`src/rtl/usb_tx_encoder.sv`:
```
// Full-speed USB packet transmitter: SYNC, LSB-first NRZI data, EOP, idle J.
// Bit stuffing is present only when USB_TX_BITSTUFF_EN is defined.
module usb_tx_encoder #(
  parameter int unsigned CLKS_PER_BIT = 8
) (
  input  logic       clk,
  input  logic       n_rst,
  input  logic       tx_valid,
  input  logic [7:0] tx_data,
  input  logic       tx_last,
  output logic       tx_ready,
  output logic       d_plus_out,
  output logic       d_minus_out,
  output logic       transmitting,
  output logic       tx_done,
  output logic       tx_underrun
);

  localparam int unsigned DIV_W = $clog2(CLKS_PER_BIT);
  localparam logic [DIV_W-1:0] DIV_MAX = DIV_W'(CLKS_PER_BIT - 1);

`ifdef USB_TX_BITSTUFF_EN
  typedef enum logic [2:0] {
    S_IDLE    = 3'd0,
    S_SYNC    = 3'd1,
    S_DATA    = 3'd2,
    S_STUFF   = 3'd3,
    S_EOP_SE0 = 3'd4,
    S_EOP_J   = 3'd5
  } state_t;
`else
  typedef enum logic [2:0] {
    S_IDLE    = 3'd0,
    S_SYNC    = 3'd1,
    S_DATA    = 3'd2,
    S_EOP_SE0 = 3'd4,
    S_EOP_J   = 3'd5
  } state_t;
`endif

  state_t           r_state, w_state_nxt;
  logic [DIV_W-1:0] r_div, w_div_nxt;
  logic [2:0]       r_bit, w_bit_nxt;
  logic [7:0]       r_byte, w_byte_nxt;
  logic             r_last, w_last_nxt;
  logic             r_nrzi, w_nrzi_nxt;   // 1 = J, 0 = K
  logic             r_dp, r_dm, r_tx, r_done, r_underrun;
  logic             w_tx_nxt, w_done_nxt, w_underrun_nxt;
  logic             w_bit_end, w_boundary, w_ready, w_emit, w_emit_val;
`ifdef USB_TX_BITSTUFF_EN
  logic [2:0]       r_ones, w_ones_nxt;
`endif

  assign w_bit_end = (r_div == DIV_MAX);

  always_comb begin
    w_state_nxt    = r_state;
    w_div_nxt      = (r_state == S_IDLE || w_bit_end) ? '0 : r_div + DIV_W'(1);
    w_bit_nxt      = r_bit;
    w_byte_nxt     = r_byte;
    w_last_nxt     = r_last;
    w_nrzi_nxt     = r_nrzi;
    w_tx_nxt       = r_tx;
    w_done_nxt     = 1'b0;
    w_underrun_nxt = 1'b0;
    w_boundary     = 1'b0;
    w_ready        = 1'b0;
    w_emit         = 1'b0;
    w_emit_val     = 1'b0;
`ifdef USB_TX_BITSTUFF_EN
    w_ones_nxt     = r_ones;
`endif

    case (r_state)
      S_IDLE: begin
        w_ready = 1'b1;
        if (tx_valid) begin
          w_byte_nxt  = tx_data;
          w_last_nxt  = tx_last;
          w_bit_nxt   = '0;
          w_state_nxt = S_SYNC;
          w_tx_nxt    = 1'b1;
          w_emit      = 1'b1;
          w_emit_val  = 1'b0;
        end
      end
      S_SYNC: begin
        if (w_bit_end) begin
          w_emit = 1'b1;
          if (r_bit == 3'd7) begin
            w_state_nxt = S_DATA;
            w_bit_nxt   = '0;
            w_emit_val  = r_byte[0];
          end else begin
            w_bit_nxt  = r_bit + 3'd1;
            w_emit_val = (r_bit == 3'd6);
          end
        end
      end
      S_DATA: begin
        if (w_bit_end) begin
`ifdef USB_TX_BITSTUFF_EN
          if (r_ones == 3'd6) begin
            w_state_nxt = S_STUFF;
            w_emit      = 1'b1;
            w_emit_val  = 1'b0;
          end else
`endif
          if (r_bit == 3'd7) begin
            w_boundary = 1'b1;
          end else begin
            w_bit_nxt  = r_bit + 3'd1;
            w_emit     = 1'b1;
            w_emit_val = r_byte[r_bit + 3'd1];
          end
        end
      end
`ifdef USB_TX_BITSTUFF_EN
      S_STUFF: begin
        if (w_bit_end) begin
          w_state_nxt = S_DATA;
          if (r_bit == 3'd7) begin
            w_boundary = 1'b1;
          end else begin
            w_bit_nxt  = r_bit + 3'd1;
            w_emit     = 1'b1;
            w_emit_val = r_byte[r_bit + 3'd1];
          end
        end
      end
`endif
      S_EOP_SE0: begin
        if (w_bit_end) begin
          if (r_bit == 3'd0) begin
            w_bit_nxt = 3'd1;
          end else begin
            w_bit_nxt   = '0;
            w_state_nxt = S_EOP_J;
          end
        end
      end
      S_EOP_J: begin
        if (w_bit_end) begin
          w_state_nxt    = S_IDLE;
          w_bit_nxt      = '0;
          w_tx_nxt       = 1'b0;
          w_done_nxt     = r_last;
          w_underrun_nxt = ~r_last;
        end
      end
      default: w_state_nxt = S_IDLE;
    endcase

    // Byte boundary: the last byte (or a missing next byte) leads into EOP;
    // otherwise the next byte is taken on this same cycle with no gap.
    if (w_boundary) begin
      w_bit_nxt = '0;
      if (r_last) begin
        w_state_nxt = S_EOP_SE0;
        w_nrzi_nxt  = 1'b1;
      end else begin
        w_ready = 1'b1;
        if (tx_valid) begin
          w_state_nxt = S_DATA;
          w_byte_nxt  = tx_data;
          w_last_nxt  = tx_last;
          w_emit      = 1'b1;
          w_emit_val  = tx_data[0];
        end else begin
          w_state_nxt = S_EOP_SE0;
          w_nrzi_nxt  = 1'b1;
        end
      end
    end

    if (w_emit) begin
      w_nrzi_nxt = w_emit_val ? r_nrzi : ~r_nrzi;
`ifdef USB_TX_BITSTUFF_EN
      w_ones_nxt = w_emit_val ? r_ones + 3'd1 : '0;
`endif
    end
  end

  always_ff @(posedge clk or negedge n_rst) begin
    if (!n_rst) begin
      r_state    <= S_IDLE;
      r_div      <= '0;
      r_bit      <= '0;
      r_byte     <= '0;
      r_last     <= 1'b0;
      r_nrzi     <= 1'b1;
      r_dp       <= 1'b1;
      r_dm       <= 1'b0;
      r_tx       <= 1'b0;
      r_done     <= 1'b0;
      r_underrun <= 1'b0;
`ifdef USB_TX_BITSTUFF_EN
      r_ones     <= '0;
`endif
    end else begin
      r_state    <= w_state_nxt;
      r_div      <= w_div_nxt;
      r_bit      <= w_bit_nxt;
      r_byte     <= w_byte_nxt;
      r_last     <= w_last_nxt;
      r_nrzi     <= w_nrzi_nxt;
      // Line is SE0 exactly while the next state is EOP_SE0.
      r_dp       <= (w_state_nxt != S_EOP_SE0) &  w_nrzi_nxt;
      r_dm       <= (w_state_nxt != S_EOP_SE0) & ~w_nrzi_nxt;
      r_tx       <= w_tx_nxt;
      r_done     <= w_done_nxt;
      r_underrun <= w_underrun_nxt;
`ifdef USB_TX_BITSTUFF_EN
      r_ones     <= w_ones_nxt;
`endif
    end
  end

  assign tx_ready     = w_ready;
  assign d_plus_out   = r_dp;
  assign d_minus_out  = r_dm;
  assign transmitting = r_tx;
  assign tx_done      = r_done;
  assign tx_underrun  = r_underrun;

endmodule

```
`config.mk`:
```
export PLATFORM = sky130hd
export DESIGN_NAME = usb_tx_encoder
export DESIGN_NICKNAME = d
export VERILOG_FILES = /design/src/rtl/usb_tx_encoder.sv
export SDC_FILE = /design/constraint.sdc
export NUM_CORES = 1
export LEC_CHECK = 0
export BUFFER_PORTS_ARGS = -buffer_cell sky130_fd_sc_hd__buf_2
export CELL_PAD_IN_SITES_DETAIL_PLACEMENT = 1
export CELL_PAD_IN_SITES_GLOBAL_PLACEMENT = 1
export CORE_ASPECT_RATIO = 1.5
export CORE_UTILIZATION = 30
export DETAILED_ROUTE_END_ITERATION = 12
export PLACE_DENSITY_LB_ADDON = 0.1
export SETUP_SLACK_MARGIN = 0.02
export SYNTH_ARGS = -nofsm -noshare
export SYNTH_HDL_FRONTEND = slang
export SYNTH_SLANG_ARGS = --single-unit
```
`constraint.sdc`:
```
create_clock -name clk -period 2.9 [get_ports clk]
set_clock_uncertainty 0.05 [all_clocks]
set_input_delay 0.29 -clock clk [delete_from_list [all_inputs] [get_ports clk]]
set_output_delay 0.29 -clock clk [all_outputs]
set_load 0.01 [all_outputs]
```
# Yosys cells after proc, flatten, opt, wreduce, memory -nomap -nowiden
# Cells that the tools add are included.
# totals
output_inout_bits,6
reg_bits,24
wordCells,109
in_bits,12
# classes
reduce_logical,7
n_lt_le_gt_ge,1
mux,67
n_addsub,2
n_eq_ne,16
n_bitwise,5
# op_table
op,count
2-to-1 mux 3 bit,18
2-to-1 mux 8 bit,5
2-to-1 mux 1 bit,38
case mux 3 bit (5 select lines),2
"!= test 3 bit, second input constant",7
"== test 3 bit, second input constant",5
AND reduction 7 bit,1
"adder 3 x 1 -> 3 bit, second input constant",2
zero test 3 bit,2
nonzero test 6 bit,1
"less-than comparator 3 x 4 -> 1 bit, second input constant",1
"!= test 2 bit, second input constant",2
case mux 1 bit (2 select lines),2
binary-select mux 1 bit (select 3 bit),1
"== test 3 x 1 -> 1 bit, second input constant",1
"== test 3 x 2 -> 1 bit, second input constant",1
NOT 1 bit,3
case mux 1 bit (3 select lines),1
AND reduction 3 bit,1
AND 1 bit,2
nonzero test 2 bit,1
logical OR 1 bit,1

# Longest topological paths before layout
# depth
depth_word,13
mapped_depth,7
depth_no_buf,7

# Least setup slack after synthesis
# No wires, ideal clock.
# synth_timing
kind,reg2reg
startpoint,register r_bit[0]
endpoint,"register r_dp, in the netlist d_plus_out"
period_less_slack_ps,2109
path_buffers,0
arrival_ps,1981
stages_incl_launch_ff,8
setup_ps,78
t_required_ps,2772
path_slack_ps,791
path_cell_list,dfrtp_1 > ha_1 > ha_1 > mux4_1 > mux2i_1 > or4_4 > a41o_1 > and2_1
# synth_via
elab_chain_len,12
word_cells_on_any_way,34
classes_between,1 x add/sub; 3 x eq/ne; 28 x mux; 1 x bitwise; 1 x reduce/logical
# synth_lines
element,line,text
"start, declared",43,"logic [2:0] r_bit, w_bit_nxt;"
"start signal, assigned",203,r_bit <= w_bit_nxt;
adder 3 x 1 -> 3 bit,114,w_emit_val = r_byte[r_bit + 3'd1];
binary-select mux 1 bit (select 3 bit),114,
2-to-1 mux 1 bit (not written as such),114,
2-to-1 mux 1 bit,109,if (r_bit == 3'd7) begin
2-to-1 mux 1 bit,101,if (w_bit_end) begin
case mux 1 bit (2 select lines),74,case (r_state)
2-to-1 mux 1 bit,163,if (tx_valid) begin
2-to-1 mux 1 bit,158,if (r_last) begin
2-to-1 mux 1 bit,156,if (w_boundary) begin
2-to-1 mux 1 bit,177,w_nrzi_nxt = w_emit_val ? r_nrzi : ~r_nrzi;
2-to-1 mux 1 bit,176,if (w_emit) begin
AND 1 bit (*),208,r_dp <= (w_state_nxt != S_EOP_SE0) & w_nrzi_nxt;
"end signal, assigned",208,
"end, declared",47,"logic r_dp, r_dm, r_tx, r_done, r_underrun;"
# Every way passes the cells marked *; elsewhere a longest branch is shown, timed or not. The select of a mux whose other input is x is not followed.
# A chain may end at the register's enable or synchronous reset.

# Worst setup path after layout
# layout_timing
startpoint,register r_bit[0]
endpoint,register r_nrzi
# layout_via
elab_chain_len,11
word_cells_on_any_way,25
classes_between,1 x add/sub; 2 x eq/ne; 22 x mux
# layout_lines
element,line,text
adder 3 x 1 -> 3 bit,114,
binary-select mux 1 bit (select 3 bit),114,
2-to-1 mux 1 bit (not written as such),114,
2-to-1 mux 1 bit,109,
2-to-1 mux 1 bit,101,
case mux 1 bit (2 select lines),74,
2-to-1 mux 1 bit,163,
2-to-1 mux 1 bit,158,
2-to-1 mux 1 bit,156,
2-to-1 mux 1 bit,177,
2-to-1 mux 1 bit (*),176,
net w_nrzi_nxt,46,"logic r_nrzi, w_nrzi_nxt;"
"end signal, assigned",206,r_nrzi <= w_nrzi_nxt;
"end, declared",46,
# The timed path passes the listed nets; every way through them passes the cells marked *. The select of a mux whose other input is x is not followed.

==> flow_metrics.tcl <==
set metrics [dict create \
    vias 1021 \
    final_util_pct 35.76 \
    placementRows 29 \
    regArea_um2 603.1 \
    viasPerCell 5.374 \
    start_util_pct 32.11 \
    wire_per_inst_um 16.47 \
    drtAntennaViolNets 0 \
    end_kind "flip-flop" \
    io-pin-count 18 \
    drcViolationCount 3 \
    peakVddDrop_mv 0.4019 \
    final-max-slew-violation-count 0 \
    dieHeight_um 85.26 \
    hp-class "in -> reg" \
    fin_area_um2 1544 \
    n_fill_cell 488 \
    p_total_uw 1408 \
    syn_area_um2 1386 \
    whs_path_depth 2 \
    htree_levels 1 \
    violations "DRC" \
    pwr-share-seq_pct 41.9 \
    combPwrFrac_pct 41.9 \
    hold_viol_final 0 \
    ff2ff_setup_slack_ps 650 \
    io_buffer_count 17 \
    nets 165 \
    grt_pass1_vias 1056 \
    ff2ff_path_depth 7 \
    grt_pass1_wl_mm 5.161 \
    hold_start "tx_data[1]" \
    r2r_end "r_nrzi" \
    p_int_uw 910.2 \
    numClockSinks 24 \
    startpoint_type "flip-flop" \
    worst_pin_slew_ps 732.4 \
    crit_type "reg -> reg" \
    crit_fanout 4 \
    min_period_over_period_pct 77.57 \
    grt_use_total_pct 13.88 \
    holdPathEnd "r_byte[1]" \
    async_flop_share_pct 100.0 \
    r2r-start "r_bit[0]" \
    yosys_warnings 0 \
    synth_fp_nets 148 \
    synth-seq-area-share_pct 43.50 \
    maxCapViolations 0 \
    syn_area_per_cell_um2 10.83 \
    cts_setup_buffers 0 \
    slew_headroom_pct 50.80 \
    root_buffer "clkbuf_8" \
    powerDensity_nw_per_um2 911.7 \
    grt_overflow 0 \
    gp_congestion 0.8066 \
    die_w_um 57.51 \
    dieArea_um2 4903 \
    path_clk_slew_ps 80 \
    crit_required_ps 3050 \
    synth_edf_count 0 \
    multiInputGateArea_um2 710.7 \
    cts_tree "built" \
    dp_hpwl_mm 2.461 \
    clock.fmax_ghz 0.4445 \
    drt_iter0_markers 23 \
    p_clk_share_pct 16.2 \
    p_leak_uw 0.0006991 \
    wirelength_mm 3.129 \
    antenna_found_initial 0 \
    synth_flop_cell "dfrtp_1" \
    status "finished with violations" \
    rsz0062_at_grt "no" \
    setup_viol_count_final 0 \
    p_sw_uw 497.3 \
    core_um2 4318 \
    swShare_pct 35.33 \
    cts_buffer_depth 2 \
    synth-seq-cells 24 \
    syn_inst 128 \
    place_area_um2 1479 \
    num_antenna_cells 0 \
    dr.pass1.iters 10 \
    arrival_ps 2400 \
    area_delta_synth_final_pct 11.37 \
    synth.distinct_cells 43 \
    clkLatencyLatePin_ps 270 \
    tns_ps 0 \
    fin_crit_ps 2250 \
    grt_max_degree 25 \
    numCtsBuffers 3 \
    drive_gt1_share_pct 24.31 \
]
[cells in the mapped netlist (2+ instances only)]
| master | instances | area (um2) |
|---|---|---|
| dfrtp_1 | 22 | 550.5 |
| nor2_1 | 9 | 33.78 |
| ha_1 | 8 | 100.1 |
| mux2_2 | 8 | 90.09 |
| nand2_1 | 8 | 30.03 |
| a21oi_1 | 7 | 35.03 |
| and2_1 | 6 | 37.54 |
| inv_1 | 6 | 22.52 |
| nor2b_1 | 4 | 25.02 |
| buf_6 | 3 | 33.78 |
| mux2i_1 | 3 | 30.03 |
| nand3b_1 | 3 | 22.52 |
| o21ai_0 | 3 | 15.01 |
| and3_1 | 2 | 12.51 |
| dfstp_2 | 2 | 52.55 |
| mux4_1 | 2 | 52.55 |
| nand2b_1 | 2 | 12.51 |
| nand3_1 | 2 | 10.01 |
| nor3_1 | 2 | 10.01 |
| o21a_1 | 2 | 15.01 |
| o41ai_1 | 2 | 17.52 |
[worst max path at each step]
| stage | startpoint | to | slack, ps |
|---|---|---|---|
| 2_1_floorplan | r_bit[0] | d_plus_out | 790 |
| 5_1_grt | r_div[0] | r_nrzi | 540 |
| 6_report | r_bit[0] | r_nrzi | 650 |
| 4_1_cts | r_bit[1] | d_minus_out | 640 |
| 3_3_place_gp | r_bit[1] | r_nrzi | 720 |
| 3_5_place_dp | r_bit[0] | d_plus_out | 660 |
[registers in the layout, summed over array words and instances, names as in the netlist]
| name | count |
|---|---|
| r_last | 1 |
| transmitting | 1 |
| r_nrzi | 1 |
| r_bit | 3 |
| d_minus_out | 1 |
| r_state | 3 |
| d_plus_out | 1 |
| tx_done | 1 |
| tx_underrun | 1 |
| r_div | 3 |
| r_byte | 8 |
[per-stage QoR]
| stage | hold slack (ps) | worst slack, ps | std cells |
|---|---|---|---|
| floorplan | -55.59 | 791.3 | 128 |
| global placement | 260.3 | 717.7 | 185 |
| global route | 189.8 | 540.7 | 190 |
| CTS | 187.2 | 638.7 | 190 |
| finish | 198.3 | 650.4 | 190 |
| detailed placement | 264.1 | 663.6 | 185 |
[placed cells by master, fill, tap and decap left out, drive strengths merged, types with 2 or more instances in the layout]
cell	instances
dfstp	2
o41ai	2
buf	17
mux2i	3
mux4	2
nand3	2
o21ai	4
nor3	2
and3	2
a21o	2
dfrtp	22
nand2	8
a21oi	7
and2	6
inv	6
nor2b	4
nor2	9
mux2	8
clkbuf	4
nand3b	3
nand2b	2
o21a	2
ha	8
[timing repair]
action | CTS | global route
hold buffers | 1 | 0
hold endpoints to repair | 22 | 0
resized for setup | 0 | 0
[logic make-up (layout without fill, tap and decap cells)]
family / after synthesis / count (layout) / share of synthesized area, %
flops: 24 / 24 / 43.50
simple gates: 44 / 44 / 17.51
compound gates: 27 / 27 / 14.08
mux: 13 / 13 / 12.46
buf+inv: 12 / 28 / 5.234
fa+ha+maj: 8 / 8 / 7.221
[metal layers]
layer	part of all wire, %	wire length [um]	up-vias	track usage [%]
met5	0	0	-	0
met4	2.7	86	0	5.322
met3	2.3	72	8	2.439
met2	52	1633	18	25.48
met1	43	1336	504	15.48
li1	-	-	491	-
[area by class of cell]
type	instances	share of cell area [%]
clock buffer	4	3.566
inverter	6	1.459
multi-input combinational	92	46.03
sequential	24	39.06
tap	46	3.728
timing repair buffer	18	6.159
[power by group through the flow]
stage	sequential, uW	clock [uW]	combinational (uW)
2_1_floorplan	560	0	469
3_3_place_gp	595	0	585
3_5_place_dp	599	0	599
4_1_cts	592	248	602
5_1_grt	608	254	668
6_report	590	228	590
[worst max-delay path, cell delays in order, from the launching register on]
cell and delay, ps:
dfrtp_1 430, ha_1 240, ha_1 320, mux4_1 230, mux2i_1 60, or4_4 430
a41o_1 280, and2_1 140
Power figures use the tool's default switching activity.
